<file path="config.mk">
export PLATFORM = sky130hd
export DESIGN_NAME = spi_loader_flat
export DESIGN_NICKNAME = d
export VERILOG_FILES = /design/src/rtl/spi_loader_if.sv /design/src/rtl/spi_loader.sv /design/src/flat_wrapper.sv
export SDC_FILE = /design/constraint.sdc
export NUM_CORES = 1
export LEC_CHECK = 0
export ABC_AREA = 1
export BUFFER_PORTS_ARGS = -buffer_cell sky130_fd_sc_hd__buf_2
export CAP_MARGIN = 20
export CORE_UTILIZATION = 57
export DETAILED_ROUTE_END_ITERATION = 10
export GPL_ROUTABILITY_DRIVEN = 0
export PLACE_DENSITY = 0.85
export SLEW_MARGIN = 10
export SYNTH_ARGS = -nofsm -noshare
export SYNTH_HDL_FRONTEND = slang
export SYNTH_SLANG_ARGS = --single-unit
</file>
<file path="constraint.sdc">
create_clock -name raw_clk -period 11.7 [get_ports raw_clk]
set_input_delay 1.755 -clock raw_clk [delete_from_list [all_inputs] [get_ports raw_clk]]
set_output_delay 1.755 -clock raw_clk [all_outputs]
set_load 0.01 [all_outputs]
</file>
<file path="src/rtl/spi_loader_if.sv">
// -----------------------------------------------------------------------------
// spi_loader_if
// Bundles the connection between the flash loader (which owns the SPI master's
// command side) and the shared `spi` master instance.
//
// Signals:
//   spi_start    loader -> spi : byte start request, held until spi_busy seen
//   spi_data_tx  loader -> spi : byte to shift out on MOSI
//   spi_cs       loader -> spi : chip select, active low
//   spi_busy     spi -> loader : byte transfer in progress
//   spi_data_rx  spi -> loader : byte shifted in on MISO, valid when busy falls
//
// Modports:
//   master : the side that issues bytes (spi_loader)
//   slave  : the side that executes them (spi master / bench model)
// -----------------------------------------------------------------------------
interface spi_loader_if;
  logic       spi_start;
  logic [7:0] spi_data_tx;
  logic       spi_cs;
  logic       spi_busy;
  logic [7:0] spi_data_rx;

  modport master (
    output spi_start, spi_data_tx, spi_cs,
    input  spi_busy, spi_data_rx
  );

  modport slave (
    input  spi_start, spi_data_tx, spi_cs,
    output spi_busy, spi_data_rx
  );
endinterface

</file>
<file path="src/rtl/spi_loader.sv">
// -----------------------------------------------------------------------------
// spi_loader
// Streams a block of bytes from SPI flash (READ 0x03 + 24-bit address) into a
// memory write port, and arbitrates the shared SPI master between the CPU-side
// peripheral registers and this loader. Outside a load the CPU controls pass
// straight through; while a load is pending or running the loader owns the bus
// and CPU requests are ignored.
//
// Optional build macro: SPI_LOADER_CHECKSUM_EN
//   When defined, adds output `checksum`: sum modulo 256 of the bytes written
//   by the current/last load (cleared on request latch, valid at `done`).
//
// Ports:
//   raw_clk, reset           clock, synchronous active-high reset
//   start                    one-cycle load request (ignored while busy)
//   flash_address/length/    load parameters, sampled when the request is
//   mem_base                 latched; length 0 completes without SPI activity
//   busy, done               load pending/running; one-cycle completion pulse
//   load_count               bits [15:8] of bytes written (256-byte pages)
//   mem_address/mem_data/    memory write port, one write per byte
//   mem_write_enable
//   cpu_spi_start/tx/cs      CPU-side SPI controls (passed through when idle)
//   cpu_spi_busy             spi_busy | busy, as seen by the CPU
//   spi                      connection to the SPI master (master modport)
//   checksum                 (SPI_LOADER_CHECKSUM_EN only) byte sum mod 256
// -----------------------------------------------------------------------------
module spi_loader #(
  parameter int MEM_ADDR_WIDTH = 16
) (
  input  logic                      raw_clk,
  input  logic                      reset,
  input  logic                      start,
  input  logic [23:0]               flash_address,
  input  logic [15:0]               length,
  input  logic [MEM_ADDR_WIDTH-1:0] mem_base,
  output logic                      busy,
  output logic                      done,
  output logic [7:0]                load_count,
  output logic [MEM_ADDR_WIDTH-1:0] mem_address,
  output logic [7:0]                mem_data,
  output logic                      mem_write_enable,
  input  logic                      cpu_spi_start,
  input  logic [7:0]                cpu_spi_tx,
  input  logic                      cpu_spi_cs,
  output logic                      cpu_spi_busy,
`ifdef SPI_LOADER_CHECKSUM_EN
  output logic [7:0]                checksum,
`endif
  spi_loader_if.master              spi
);

  typedef enum logic [3:0] {
    S_IDLE, S_CS_LOW, S_CMD, S_ADDR2, S_ADDR1, S_ADDR0,
    S_DATA, S_WRITE, S_CS_HIGH, S_DONE
  } state_t;

  state_t                    state_q;
  logic                      pending_q;
  logic                      phase_q;     // 0: waiting for busy to rise, 1: waiting for it to fall
  logic                      start_q;
  logic                      cs_q;
  logic [23:0]               addr_q;
  logic [15:0]               len_q;
  logic [MEM_ADDR_WIDTH-1:0] base_q;
  logic [15:0]               index_q;
  logic [15:0]               index_d;
  logic [7:0]                rx_q;
  logic [7:0]                load_count_q;
  logic [7:0]                ld_tx;
  logic                      cpu_owns;
`ifdef SPI_LOADER_CHECKSUM_EN
  logic [7:0]                checksum_q;
`endif

  assign index_d = index_q + 16'd1;

  always_ff @(posedge raw_clk) begin
    if (reset) begin
      state_q      <= S_IDLE;
      pending_q    <= 1'b0;
      phase_q      <= 1'b0;
      start_q      <= 1'b0;
      cs_q         <= 1'b1;
      index_q      <= 16'd0;
      load_count_q <= 8'd0;
    end else begin
      case (state_q)
        S_IDLE: begin
          if (!pending_q) begin
            if (start) begin
              pending_q    <= 1'b1;
              addr_q       <= flash_address;
              len_q        <= length;
              base_q       <= mem_base;
              index_q      <= 16'd0;
              load_count_q <= 8'd0;
`ifdef SPI_LOADER_CHECKSUM_EN
              checksum_q   <= 8'd0;
`endif
            end
          end else if (len_q == 16'd0) begin
            pending_q <= 1'b0;
            state_q   <= S_DONE;
          end else if (!spi.spi_busy && !cpu_spi_start) begin
            // Only take the bus once no CPU byte is in flight or being launched.
            pending_q <= 1'b0;
            cs_q      <= 1'b0;
            state_q   <= S_CS_LOW;
          end
        end
        S_CS_LOW: begin
          state_q <= S_CMD;
          start_q <= 1'b1;
          phase_q <= 1'b0;
        end
        S_CMD, S_ADDR2, S_ADDR1, S_ADDR0, S_DATA: begin
          if (!phase_q) begin
            if (spi.spi_busy) begin
              start_q <= 1'b0;
              phase_q <= 1'b1;
            end
          end else if (!spi.spi_busy) begin
            phase_q <= 1'b0;
            case (state_q)
              S_CMD:   begin state_q <= S_ADDR2; start_q <= 1'b1; end
              S_ADDR2: begin state_q <= S_ADDR1; start_q <= 1'b1; end
              S_ADDR1: begin state_q <= S_ADDR0; start_q <= 1'b1; end
              S_ADDR0: begin state_q <= S_DATA;  start_q <= 1'b1; end
              S_DATA:  begin state_q <= S_WRITE; rx_q <= spi.spi_data_rx; end
              default: ;
            endcase
          end
        end
        S_WRITE: begin
          index_q      <= index_d;
          load_count_q <= index_d[15:8];
`ifdef SPI_LOADER_CHECKSUM_EN
          checksum_q   <= checksum_q + rx_q;
`endif
          if (index_d == len_q) begin
            cs_q    <= 1'b1;
            state_q <= S_CS_HIGH;
          end else begin
            start_q <= 1'b1;
            state_q <= S_DATA;
          end
        end
        S_CS_HIGH: state_q <= S_DONE;
        S_DONE:    state_q <= S_IDLE;
        default:   state_q <= S_IDLE;
      endcase
    end
  end

  // Byte presented to the SPI master in each byte state.
  always_comb begin
    ld_tx = 8'h00;
    case (state_q)
      S_CMD:   ld_tx = 8'h03;
      S_ADDR2: ld_tx = addr_q[23:16];
      S_ADDR1: ld_tx = addr_q[15:8];
      S_ADDR0: ld_tx = addr_q[7:0];
      default: ld_tx = 8'h00;
    endcase
  end

  // The CPU owns the SPI master only when the loader is idle with nothing queued.
  assign cpu_owns        = (state_q == S_IDLE) && !pending_q;
  assign spi.spi_start   = cpu_owns ? cpu_spi_start : start_q;
  assign spi.spi_data_tx = cpu_owns ? cpu_spi_tx    : ld_tx;
  assign spi.spi_cs      = cpu_owns ? cpu_spi_cs    : cs_q;

  assign busy             = !cpu_owns;
  assign done             = (state_q == S_DONE);
  assign cpu_spi_busy     = spi.spi_busy | busy;
  assign load_count       = load_count_q;
  assign mem_write_enable = (state_q == S_WRITE);
  assign mem_address      = base_q + MEM_ADDR_WIDTH'(index_q);
  assign mem_data         = rx_q;
`ifdef SPI_LOADER_CHECKSUM_EN
  assign checksum         = checksum_q;
`endif

endmodule

</file>
<file path="src/flat_wrapper.sv">
// flat-port wrapper written by rule: the top's interface ports become plain ports
module spi_loader_flat 
#(
  parameter int MEM_ADDR_WIDTH = 16
)
  (raw_clk, reset, start, flash_address, length, mem_base, busy, done, load_count, mem_address, mem_data, mem_write_enable, cpu_spi_start, cpu_spi_tx, cpu_spi_cs, cpu_spi_busy, spi_spi_start, spi_spi_data_tx, spi_spi_cs, spi_spi_busy, spi_spi_data_rx);
  spi_loader_if spi_i ();
  input  logic raw_clk;
  input  logic reset;
  input  logic start;
  input  logic [23:0] flash_address;
  input  logic [15:0] length;
  input  logic [MEM_ADDR_WIDTH-1:0] mem_base;
  output logic busy;
  output logic done;
  output logic [7:0] load_count;
  output logic [MEM_ADDR_WIDTH-1:0] mem_address;
  output logic [7:0] mem_data;
  output logic mem_write_enable;
  input  logic cpu_spi_start;
  input  logic [7:0] cpu_spi_tx;
  input  logic cpu_spi_cs;
  output logic cpu_spi_busy;
  output wire logic [$bits(spi_i.spi_start)-1:0] spi_spi_start;
  output wire logic [$bits(spi_i.spi_data_tx)-1:0] spi_spi_data_tx;
  output wire logic [$bits(spi_i.spi_cs)-1:0] spi_spi_cs;
  input wire logic [$bits(spi_i.spi_busy)-1:0] spi_spi_busy;
  input wire logic [$bits(spi_i.spi_data_rx)-1:0] spi_spi_data_rx;
  assign spi_spi_start = spi_i.spi_start;
  assign spi_spi_data_tx = spi_i.spi_data_tx;
  assign spi_spi_cs = spi_i.spi_cs;
  assign spi_i.spi_busy = spi_spi_busy;
  assign spi_i.spi_data_rx = spi_spi_data_rx;
  spi_loader #(.MEM_ADDR_WIDTH(MEM_ADDR_WIDTH)) u_core (.raw_clk(raw_clk), .reset(reset), .start(start), .flash_address(flash_address), .length(length), .mem_base(mem_base), .busy(busy), .done(done), .load_count(load_count), .mem_address(mem_address), .mem_data(mem_data), .mem_write_enable(mem_write_enable), .cpu_spi_start(cpu_spi_start), .cpu_spi_tx(cpu_spi_tx), .cpu_spi_cs(cpu_spi_cs), .cpu_spi_busy(cpu_spi_busy), .spi(spi_i));
endmodule
</file>
Yosys cells after proc, flatten, opt, wreduce, memory -nomap -nowiden

Cells that the tools add are included.

Add/sub/neg operators: 2
Eq/ne operators: 24
Muxes and demuxes: 35
Bitwise logic cells: 4
Reductions and logical operators: 19

Operators with widths:

| cell                                          | number |
|---|---|
| one-hot mux 4 bit (5 select lines)            | 2 |
| 2-to-1 mux 16 bit                             | 2 |
| one-hot mux 16 bit (2 select lines)           | 1 |
| one-hot mux 8 bit (4 select lines)            | 1 |
| 2-to-1 mux 4 bit                              | 6 |
| 2-to-1 mux 8 bit                              | 3 |
| AND reduction 5 bit                           | 4 |
| adder 16 x 1 -> 16 bit, second input constant | 1 |
| adder 16 bit                                  | 1 |
| == test 16 bit                                | 1 |
| == test 4 x 3 -> 1 bit, second input constant | 4 |
| logical NOT 16 bit                            | 1 |
| 2-to-1 mux 1 bit                              | 16 |
| one-hot mux 8 bit (2 select lines)            | 1 |
| != test 2 bit, second input constant          | 5 |
| == test 4 x 2 -> 1 bit, second input constant | 2 |
| == test 4 bit, second input constant          | 2 |
| != test 2 x 1 -> 1 bit, second input constant | 4 |
| != test 3 bit, second input constant          | 2 |
| != test 6 x 1 -> 1 bit, second input constant | 1 |
| OR reduction 5 bit                            | 1 |
| == test 4 x 1 -> 1 bit, second input constant | 1 |
| logical NOT 1 bit                             | 4 |
| logical NOT 4 bit                             | 1 |
| 12 further kinds                              | 17 |

Bits in registers: 96
Input bits: 78
Output and inout bits: 46
Word-level logic and storage cells: 95

Longest topological paths before layout

Gate-level depths: netlist of run 1.

Word-level depth: 6
Depth in mapped cells: 16
Gate-level depth less buffers: 16

Least setup slack after synthesis of run 1

OpenSTA, ideal clock, no wires.

Path kind: input to register
Start: input reset
End: register u_core.addr_q[0] (enable)
Setup time: 470 ps
Data arrival time: 4489 ps
Data required time: 11230 ps
Setup slack: 6741 ps
Stages on the path: 3
Buffers on the path: 2
Path through: buf_1 > clkbuf_1 > nor2_1

Longest elaborated chain between the ends: 2

Ends and longest elaborated chain:

| element                       | RTL line          | RTL |
|---|---|---|
| start, declared               | flat_wrapper.sv:9 | `input logic reset;` |
| NOT 1 bit (no line)           | -                 |  |
| AND reduction 4 bit (no line) | -                 |  |
| end signal, assigned          | spi_loader.sv:92  | `addr_q <= flash_address;` |
| end, declared                 | spi_loader.sv:62  | `logic [23:0] addr_q;` |

Every way passes these cells.
A chain may end at the register's enable or synchronous reset.

Worst setup path after layout of run 1

Start: register u_core.index_q[0]
End: output mem_address[12]

Longest elaborated chain between the ends: 1

Ends and longest elaborated chain:

| element                | RTL line           | RTL |
|---|---|---|
| start, declared        | spi_loader.sv:65   | `logic [15:0] index_q;` |
| start signal, assigned | spi_loader.sv:135  | `index_q <= index_d;` |
| adder 16 bit           | spi_loader.sv:178  | `assign mem_address = base_q + MEM_ADDR_WIDTH'(index_q);` |
| end, declared          | flat_wrapper.sv:17 | `output logic [MEM_ADDR_WIDTH-1:0] mem_address;` |

Every way passes these cells.

==> out/metrics.cfg, run 1 <==
[placement]
portBuffers=123
dp.cells=756
dp_hpwl_um=7950

[setup_path]
crit_arrival_ns=3.01
required_ns=9.95
end_kind=output port
path_class=reg -> out
crit_fanout=5
critPathLaunchType=flip-flop

[yosys]
synth.most_common_cell=nand2_1
syn_area_per_cell_um2=8.64
yosysWarnings=0
synth_cell_types=38
ys.flop_type=edfxtp_1
syn-cell-area_um2=4700
synth_top_area_cell=edfxtp_1
synth_fp_nets=639
synth_edf_count=64
syn_inst=544
ys_seq_elements=88
yosys-top-cells-area=edfxtp_1, nand2_1, dfxtp_1
async_flop_share=0
synth_top_area_frac=0.409
seq_area_frac_synth=0.511
synth_commonest_cells=nand2_1, edfxtp_1, inv_1, nand3_1, a21oi_1

[status]
run_status=complete, no violations

[sta]
clock_skew_ns=0.0166
rsz0062_at_grt=false
hold_violations=0
min_period_ns=4.76
setup_violations=0
min_period_over_period=0.407
tns_ns=0
slew-limit-headroom=0.591
tightest_slew_ns=0.611
clock.fmax_mhz=210
slew_violations=0

[routing]
wl_per_cell_um=13.9
via_count=4222
via_per_inst=5.46
drt_iter0_drc=310
totalWireLength_um=10800
ant_nets=0
dr.pass1.iters=6
drc=0

[power]
internal_power_mw=0.514
leakagePower_nw=2.48
ir_drop_uv=120
swShare=0.256
p_clk_frac=0.353
p_total_mw=0.691
seqPwrFrac=0.521
power_frac_comb=0.126
p_sw_mw=0.177
power_density_nw_per_um2=123

[global_route]
antenna_found_initial=0
grt_overflow=0
grt_pass1_vias=4035
grt_pass1_wl_um=17000
grt_max_degree=44
grt_use_total=0.253

[layout]
final_nets=761
diodes=0
fill_cells=610
drive_above_1_share=0.241
instances_no_fill=773
syn_to_final_growth_pct=19.3

[floorplan]
die_w_um=92.8
die-area_um2=8610
start_util=0.599
pin_count=124
core_area_um2=7850
rows=32
fp.dieH_um=92.8

[job]
cap_violations=0

[clock_tree]
cts.reportedPaths.clkPinSlew_ns=0.09
clk_path_buf_depth=2
cts_tree=built
cts_setup_buffers=0
cts_resized=0
h-tree-depth=3
cts_hold_buf=0
clkSinkCount=88
cts_made_buffers=9
root_buffer=clkbuf_8
clock_insertion_delay_worst_skew_ns=0.36

[hold_path]
hold_class=reg -> reg

power by group through the flow:
stage | Clock, mW | Combinational (mW) | Sequential (mW)
2_1_floorplan | 0 | 0.0523 | 0.365
4_1_cts | 0.248 | 0.0873 | 0.360
3_5_place_dp | 0 | 0.0862 | 0.367
5_1_grt | 0.259 | 0.0960 | 0.361
3_3_place_gp | 0 | 0.0837 | 0.366
6_report | 0.244 | 0.0871 | 0.360
critical path, stage by stage, from the launching register on:
cell and delay [ns]:
dfxtp_1 0.45, ha_1 0.22, inv_1 0.06, fa_1 0.39
nand3b_1 0.17, nand2_1 0.10, inv_1 0.05, o21a_1 0.21
o21ai_0 0.29, a21boi_0 0.19, o21ai_0 0.23, xor2_1 0.16
buf_2 0.14
logic make-up after synthesis:
family / count (synthesis) / synth area share
AO/OA/AOI/OAI: 66 / 0.0785
XOR/XNOR: 17 / 0.0317
adder cells (fa/ha/maj): 17 / 0.0468
buffers and inverters: 73 / 0.0665
flip-flops: 88 / 0.511
AND/OR/NAND/NOR: 283 / 0.265
sequential cells by signal, summed over array words and instances (netlist names):
signal / count
u_core.cs_q: 1
u_core.phase_q: 1
u_core.mem_data: 8
u_core.pending_q: 1
u_core.load_count: 7
u_core.addr_q: 24
u_core.start_q: 1
u_core.base_q: 16
u_core.index_q: 9
u_core.len_q: 16
u_core.state_q: 4
layer usage:
| layer | share of wire | wire (um) | global-route usage | up-vias |
|---|---|---|---|---|
| li1 | - | - | - | 2069 |
| met1 | 0.40 | 4270 | 0.295 | 1946 |
| met2 | 0.52 | 5550 | 0.446 | 191 |
| met3 | 0.075 | 806 | 0.0640 | 16 |
| met4 | 0.013 | 143 | 0.0949 | 0 |
| met5 | 0 | 0 | 0 | - |
per-stage QoR:
stage	cell area, um^2	hold slack [ns]	utilization	setup slack, ns
6_report	5610	0.517	0.715	6.94
5_1_grt	5610	0.547	0.715	6.69
4_1_cts	5600	0.519	0.714	6.91
3_5_place_dp	5370	0.493	0.684	7.34
3_3_place_gp	5370	0.482	0.684	7.49
2_1_floorplan	4700	0.442	-	6.74
cell usage in the layout, fill, tap and decap left out, drive strengths merged:
cell     count
a21oi       40
nor2        42
nor4         1
nand2      168
a22oi        1
nand3b       3
o211a        1
clkbuf      10
or2          1
inv         61
fa           1
nor3         4
o31ai        2
nand3       46
buf        126
a21boi       2
ha          16
bufinv       2
nand4       18
a22o         2
dfxtp       24
o21ai       14
o21bai       1
clkinv       1
o21a         1
edfxtp      64
xor2        11
xnor2        6
o2111ai      1
a31oi        1
final cells by class:
cell class	instances	area [um^2]	area share
Inverter	58	218	0.0388
Timing Repair Buffer	126	636	0.113
Clock buffer	10	138	0.0245
Tap cell	102	128	0.0228
Multi-Input combinational cell	383	1990	0.355
Clock inverter	6	95.1	0.0170
Sequential cell	88	2400	0.428
final timing paths:
| kind | start | to | cells after the start | slack (ns) |
|---|---|---|---|---|
| worst max-delay path | u_core.index_q[0] | mem_address[12] | 12 | 6.94 |
| worst min-delay path | u_core.start_q | u_core.start_q | 2 | 0.52 |
| worst min register to register | u_core.start_q | u_core.start_q | 2 | 0.52 |
| worst max register to register | u_core.state_q[2] | u_core.len_q[14] | 8 | 8.91 |
No activity file was read; power rests on OpenSTA's default activity.
==> inputs of run 2 (changes only) <==
--- a/config.mk
+++ b/config.mk
@@ -8,10 +8,10 @@
 export ABC_AREA = 1
 export BUFFER_PORTS_ARGS = -buffer_cell sky130_fd_sc_hd__buf_2
 export CAP_MARGIN = 20
-export CORE_UTILIZATION = 57
+export CORE_UTILIZATION = 53
 export DETAILED_ROUTE_END_ITERATION = 10
 export GPL_ROUTABILITY_DRIVEN = 0
-export PLACE_DENSITY = 0.85
+export PLACE_DENSITY = 0.8
 export SLEW_MARGIN = 10
 export SYNTH_ARGS = -nofsm -noshare
 export SYNTH_HDL_FRONTEND = slang
==> constraint.sdc (replaced) <==
create_clock -name raw_clk -period 4.8 [get_ports raw_clk]
set_input_delay 0.72 -clock raw_clk [delete_from_list [all_inputs] [get_ports raw_clk]]
set_output_delay 0.72 -clock raw_clk [all_outputs]
set_load 0.01 [all_outputs]
==> out/metrics.cfg, run 2 (synthesis gave the netlist of run 1 again) <==
[status]
run_status=complete, no violations

[layout]
seq_area_um2=2400  ; unchanged
final_nets=760  ; -0.13%
layout_commonest_cell=nand2_1
reg_top3=u_core.addr_q x24, u_core.base_q x16, u_core.len_q x16
fill_cells=673  ; +10%
fin_area_um2=5590  ; -0.40%
instances_no_fill=775  ; +0.26%
syn_to_final_growth_pct=18.8
multiInputGateArea_um2=1990  ; unchanged
diodes=0  ; unchanged
mostFrequentLayoutCells=nand2_1, buf_2, edfxtp_1
top_register=u_core.addr_q
largest_reg_flops=24  ; unchanged
drive_above_1_share=0.240  ; -0.00113

[floorplan]
rows=33  ; +3.1%
die_w_um=96.2  ; +3.6%
start_util=0.561  ; -0.0382
pin_count=124  ; unchanged
fp.dieH_um=96.2  ; +3.6%
core_area_um2=8380  ; +6.8%
die-area_um2=9250  ; +7.4%

[routing]
via_per_inst=5.37  ; -1.7%
totalWireLength_um=10700  ; -0.60%
drc=0  ; unchanged
via_count=4163  ; -1.4%
ant_nets=0  ; unchanged
wl_per_cell_um=13.8  ; -0.86%
drt_iter0_drc=268  ; -14%
dr.pass1.iters=5  ; -1

[sta]
clock.fmax_mhz=271
rsz0062_at_grt=false
finalWorstSetupSlack_ns=1.11  ; -5.83 ns
min_period_over_period=0.769
slew_violations=0  ; unchanged
tightest_slew_ns=0.877  ; +0.265 ns
min_period_ns=3.69
clock_skew_ns=0.0115  ; -0.00502 ns
setup_violations=0  ; unchanged
tns_ns=0  ; unchanged
slew-limit-headroom=0.415  ; -0.176
hold_violations=0  ; unchanged

[clock_tree]
root_buffer=clkbuf_8
clk_path_buf_depth=2  ; unchanged
cts_made_buffers=9  ; unchanged
cts_resized=0  ; unchanged
cts_tree=built
clkSinkCount=88  ; unchanged
clock_insertion_delay_worst_skew_ns=0.37  ; about the same
cts.reportedPaths.clkPinSlew_ns=0.10  ; about the same
cts_setup_buffers=0  ; unchanged
h-tree-depth=3  ; unchanged
cts_hold_buf=0  ; unchanged

[setup_path]
end_kind=output port
worst_path_max_delay_cell=dfxtp_1
cp_cell_sequence=ha_1 -> inv_1 -> fa_1 -> nand3b_1 -> nand2_1 -> inv_1 -> o21a_1 -> o21ai_0 -> a21boi_0 -> o21ai_0 -> xor2_1 -> buf_2
cp-startpoint=u_core.index_q[0]
critPathLaunchType=flip-flop
crit_arrival_ns=2.97  ; -0.04 ns
cp-endpoint=mem_address[12]
worstReg2RegStart=u_core.state_q[1]
path_class=reg -> out
required_ns=4.08  ; -5.87 ns
reg2reg_to=u_core.len_q[6]
slowest_delay_ns=0.44  ; about the same
crit_fanout=5  ; unchanged
reg2reg_slack_ns=1.94  ; -6.97 ns
rr_worst_depth=8  ; unchanged

[placement]
dp.cells=758  ; +0.26%
place_ws_ns=1.53  ; -5.81 ns
portBuffers=123  ; unchanged
dp_hpwl_um=8010  ; +0.73%
post_dp_cell_area_um2=5370  ; about the same

[global_route]
grt_use_total=0.241  ; -0.0125
grt_max_degree=39  ; -11%
antenna_found_initial=0  ; unchanged
grt_pass1_wl_um=16900  ; -0.69%
grt_overflow=0  ; unchanged
grt_pass1_vias=3946  ; -2.2%

[hold_path]
whs_path_depth=2  ; unchanged
hold_class=reg -> reg

[power]
power_density_nw_per_um2=295  ; +140%
ir_drop_uv=224  ; +87%
leakagePower_nw=2.46  ; -0.51%

[job]
cap_violations=0  ; unchanged

-- run 2: final cells by class --
cell class	instances	area share
Sequential cell	88	0.430
Tap cell	105	0.0235
Multi-Input combinational cell	383	0.357
Inverter	58	0.0390
Clock buffer	9	0.0222
Clock inverter	7	0.0161
Timing Repair Buffer	125	0.112
-- run 2: power by group --
group / total [mW] / internal [mW] / leakage [nW] / switching, mW
combinational: 0.210 / 0.0794 / 1.57 / 0.131
clock: 0.559 / 0.257 / 0.111 / 0.302
sequential: 0.877 / 0.860 / 0.784 / 0.0175
-- run 2: worst max-delay path, delay by kind of cell, from the launching register on --
kind | cells | cell delay [ns]
AND/OR/NAND/NOR | 2 | 0.28
XOR/XNOR | 1 | 0.15
adder cells (fa/ha/maj) | 2 | 0.60
AO/OA/AOI/OAI | 4 | 0.90
flip-flops | 1 | 0.44
buffers and inverters | 3 | 0.24
-- run 2: worst min-delay path by stage --
| stage | from | end | slack [ns] |
|---|---|---|---|
| floorplan | u_core.cs_q | u_core.cs_q | 0.44 |
| global placement | u_core.cs_q | u_core.cs_q | 0.48 |
| detailed placement | u_core.cs_q | u_core.cs_q | 0.48 |
| CTS | flash_address[11] | u_core.addr_q[11] | 0.50 |
| global route | flash_address[10] | u_core.addr_q[10] | 0.49 |
| finish | u_core.cs_q | u_core.cs_q | 0.51 |
-- run 2: metal layers --
layer	share of wire	GRT usage	routed length, um
met3	0.075	0.0727	801
met5	0	0	0
met2	0.50	0.411	5310
met1	0.41	0.284	4440
met4	0.015	0.0896	161
-- run 2: through the flow --
step | hold slack [ns] | utilization | power, mW
floorplan | 0.442 | - | 1.02
global placement | 0.480 | 0.640 | 1.10
detailed placement | 0.480 | 0.640 | 1.10
CTS | 0.503 | 0.666 | 1.66
global route | 0.494 | 0.667 | 1.71
finish | 0.511 | 0.667 | 1.65
==> inputs of run 3 (changes only) <==
==> constraint.sdc (replaced) <==
create_clock -name raw_clk -period 3.67 [get_ports raw_clk]
set_input_delay 0.5505 -clock raw_clk [delete_from_list [all_inputs] [get_ports raw_clk]]
set_output_delay 0.5505 -clock raw_clk [all_outputs]
set_load 0.01 [all_outputs]
==> out/metrics.cfg, run 3 (synthesis gave the netlist of run 1 again) <==
[setup_path]
slowest_delay_ns=0.44  ; about the same
cp-startpoint=u_core.index_q[0]
crit_fanout=5  ; unchanged
path_class=reg -> out
end_kind=output port
worst_path_max_delay_cell=dfxtp_1
reg2reg_slack_ns=1.01  ; -0.93 ns
crit_top_cell=inv_1
critPathLaunchType=flip-flop
cp_top_family=compound AO/OA/AOI/OAI gates
crit_arrival_ns=2.90  ; -0.07 ns
critical_path_buf_inv_count=3  ; unchanged
required_ns=3.12  ; -0.96 ns
cp_cell_sequence=ha_1 -> inv_1 -> fa_1 -> nand3b_1 -> nand2_1 -> inv_1 -> o21a_1 -> o21ai_1 -> a21boi_0 -> o21ai_0 -> xor2_1 -> buf_2
worstReg2RegStart=u_core.state_q[1]

[global_route]
grt_overflow=0  ; unchanged
grt_pass1_wl_um=16600  ; -1.8%
grt_use_total=0.237  ; -0.00318
antenna_found_initial=0  ; unchanged
grt_max_degree=39  ; unchanged
grt_pass1_vias=3885  ; -1.5%

[routing]
dr.pass1.iters=4  ; -1
via_count=4169  ; +0.14%
drc=0  ; unchanged
wl_per_cell_um=13.7  ; -0.72%
via_per_inst=5.37  ; about the same
drt_iter0_drc=196  ; -27%
totalWireLength_um=10600  ; -0.59%
ant_nets=0  ; unchanged

[layout]
diodes=0  ; unchanged
final_nets=761  ; +0.13%
drive_above_1_share=0.238  ; -0.00185
reg_top3=u_core.addr_q x24, u_core.base_q x16, u_core.len_q x16
mostFrequentLayoutCells=nand2_1, buf_2, edfxtp_1
layout_commonest_cell=nand2_1
top_register=u_core.addr_q
fill_cells=697  ; +3.6%
largest_reg_flops=24  ; unchanged
syn_to_final_growth_pct=18.9  ; about the same

[power]
ir_drop_uv=284  ; +27%
power_density_nw_per_um2=375  ; +27%
leakagePower_nw=2.45  ; -0.45%

[clock_tree]
cts_resized=0  ; unchanged
h-tree-depth=3  ; unchanged
cts.reportedPaths.clkPinSlew_ns=0.10  ; about the same
clkSinkCount=88  ; unchanged
clk_path_buf_depth=2  ; unchanged
cts_made_buffers=9  ; unchanged
root_buffer=clkbuf_8
cts_hold_buf=0  ; unchanged
cts_tree=built
cts_setup_buffers=0  ; unchanged
clock_insertion_delay_worst_skew_ns=0.37  ; about the same

[sta]
min_period_ns=3.45
setup_violations=0  ; unchanged
rsz0062_at_grt=false
slew_violations=0  ; unchanged
clock.fmax_mhz=290
tns_ns=0  ; unchanged
finalWorstSetupSlack_ns=0.224  ; -0.884 ns
slew-limit-headroom=0.549  ; +0.134
tightest_slew_ns=0.674  ; -0.203 ns
min_period_over_period=0.939
clock_skew_ns=0.0160  ; +0.00441 ns
hold_violations=0  ; unchanged

[floorplan]
core_area_um2=8380  ; unchanged
fp.dieH_um=96.2  ; unchanged
die_w_um=96.2  ; unchanged
rows=33  ; unchanged
pin_count=124  ; unchanged
start_util=0.561  ; unchanged
die-area_um2=9250  ; unchanged

[hold_path]
hold_class=in -> reg
holdCritStartpoint=mem_base[6]

[status]
run_status=complete, no violations

[placement]
dp_hpwl_um=7990  ; -0.26%
place_ws_ns=0.538  ; -0.990 ns
portBuffers=123  ; unchanged

[job]
cap_violations=0  ; unchanged

==> run 3: report_power, final <==
part	leakage (nW)	switching (mW)	total (mW)	internal (mW)
Clock	0.0921	0.351	0.670	0.318
Sequential	0.784	0.0219	1.15	1.12
Combinational	1.58	0.171	0.278	0.107
Total	2.45	0.544	2.09	1.55
==> run 3: final timing paths <==
| path | end | cells past startpoint |
|---|---|---|
| setup / recovery | mem_address[12] | 12 |
| hold / removal | u_core.base_q[6] | 1 |
| setup reg to reg | u_core.addr_q[14] | 8 |
| hold reg to reg | u_core.start_q | 2 |
==> run 3: routing by layer <==
| layer | vias to the layer above | GRT usage | routed length, um |
|---|---|---|---|
| met3 | 21 | 0.0640 | 765 |
| met4 | 0 | 0.0784 | 193 |
| met5 | - | 0 | 0 |
| met2 | 176 | 0.403 | 5340 |
| li1 | 2071 | - | - |
| met1 | 1901 | 0.291 | 4340 |
==> run 3: through the flow <==
step                instances   util  power [mW]  hold WS (ns)  instance area, um^2
floorplan                 544      -        1.33         0.442                 4700
global placement          759  0.643        1.44         0.482                 5390
detailed placement        759  0.643        1.45         0.494                 5390
CTS                       775  0.666        2.11         0.337                 5580
global route              776  0.667        2.18         0.324                 5590
finish                    776  0.667        2.09         0.347                 5590
==> run 3: worst reg2reg max path, cell delays in order (launching register included) <==
cell	delay [ns]
dfxtp_1	0.39
nor2_1	0.24
inv_1	0.12
nor2_2	0.19
inv_1	0.11
nor2_4	0.30
nand2_1	0.19
nor2_4	0.51
buf_12	0.30
==> run 3: cell type report <==
class | count | area, um^2 | area share
sequential | 88 | 2400 | 0.430
multi-input combinational | 383 | 1990 | 0.357
timing repair buffer | 126 | 648 | 0.116
inverter | 58 | 218 | 0.0390
tap | 105 | 131 | 0.0235
clock buffer | 10 | 128 | 0.0228
clock inverter | 6 | 68.8 | 0.0123
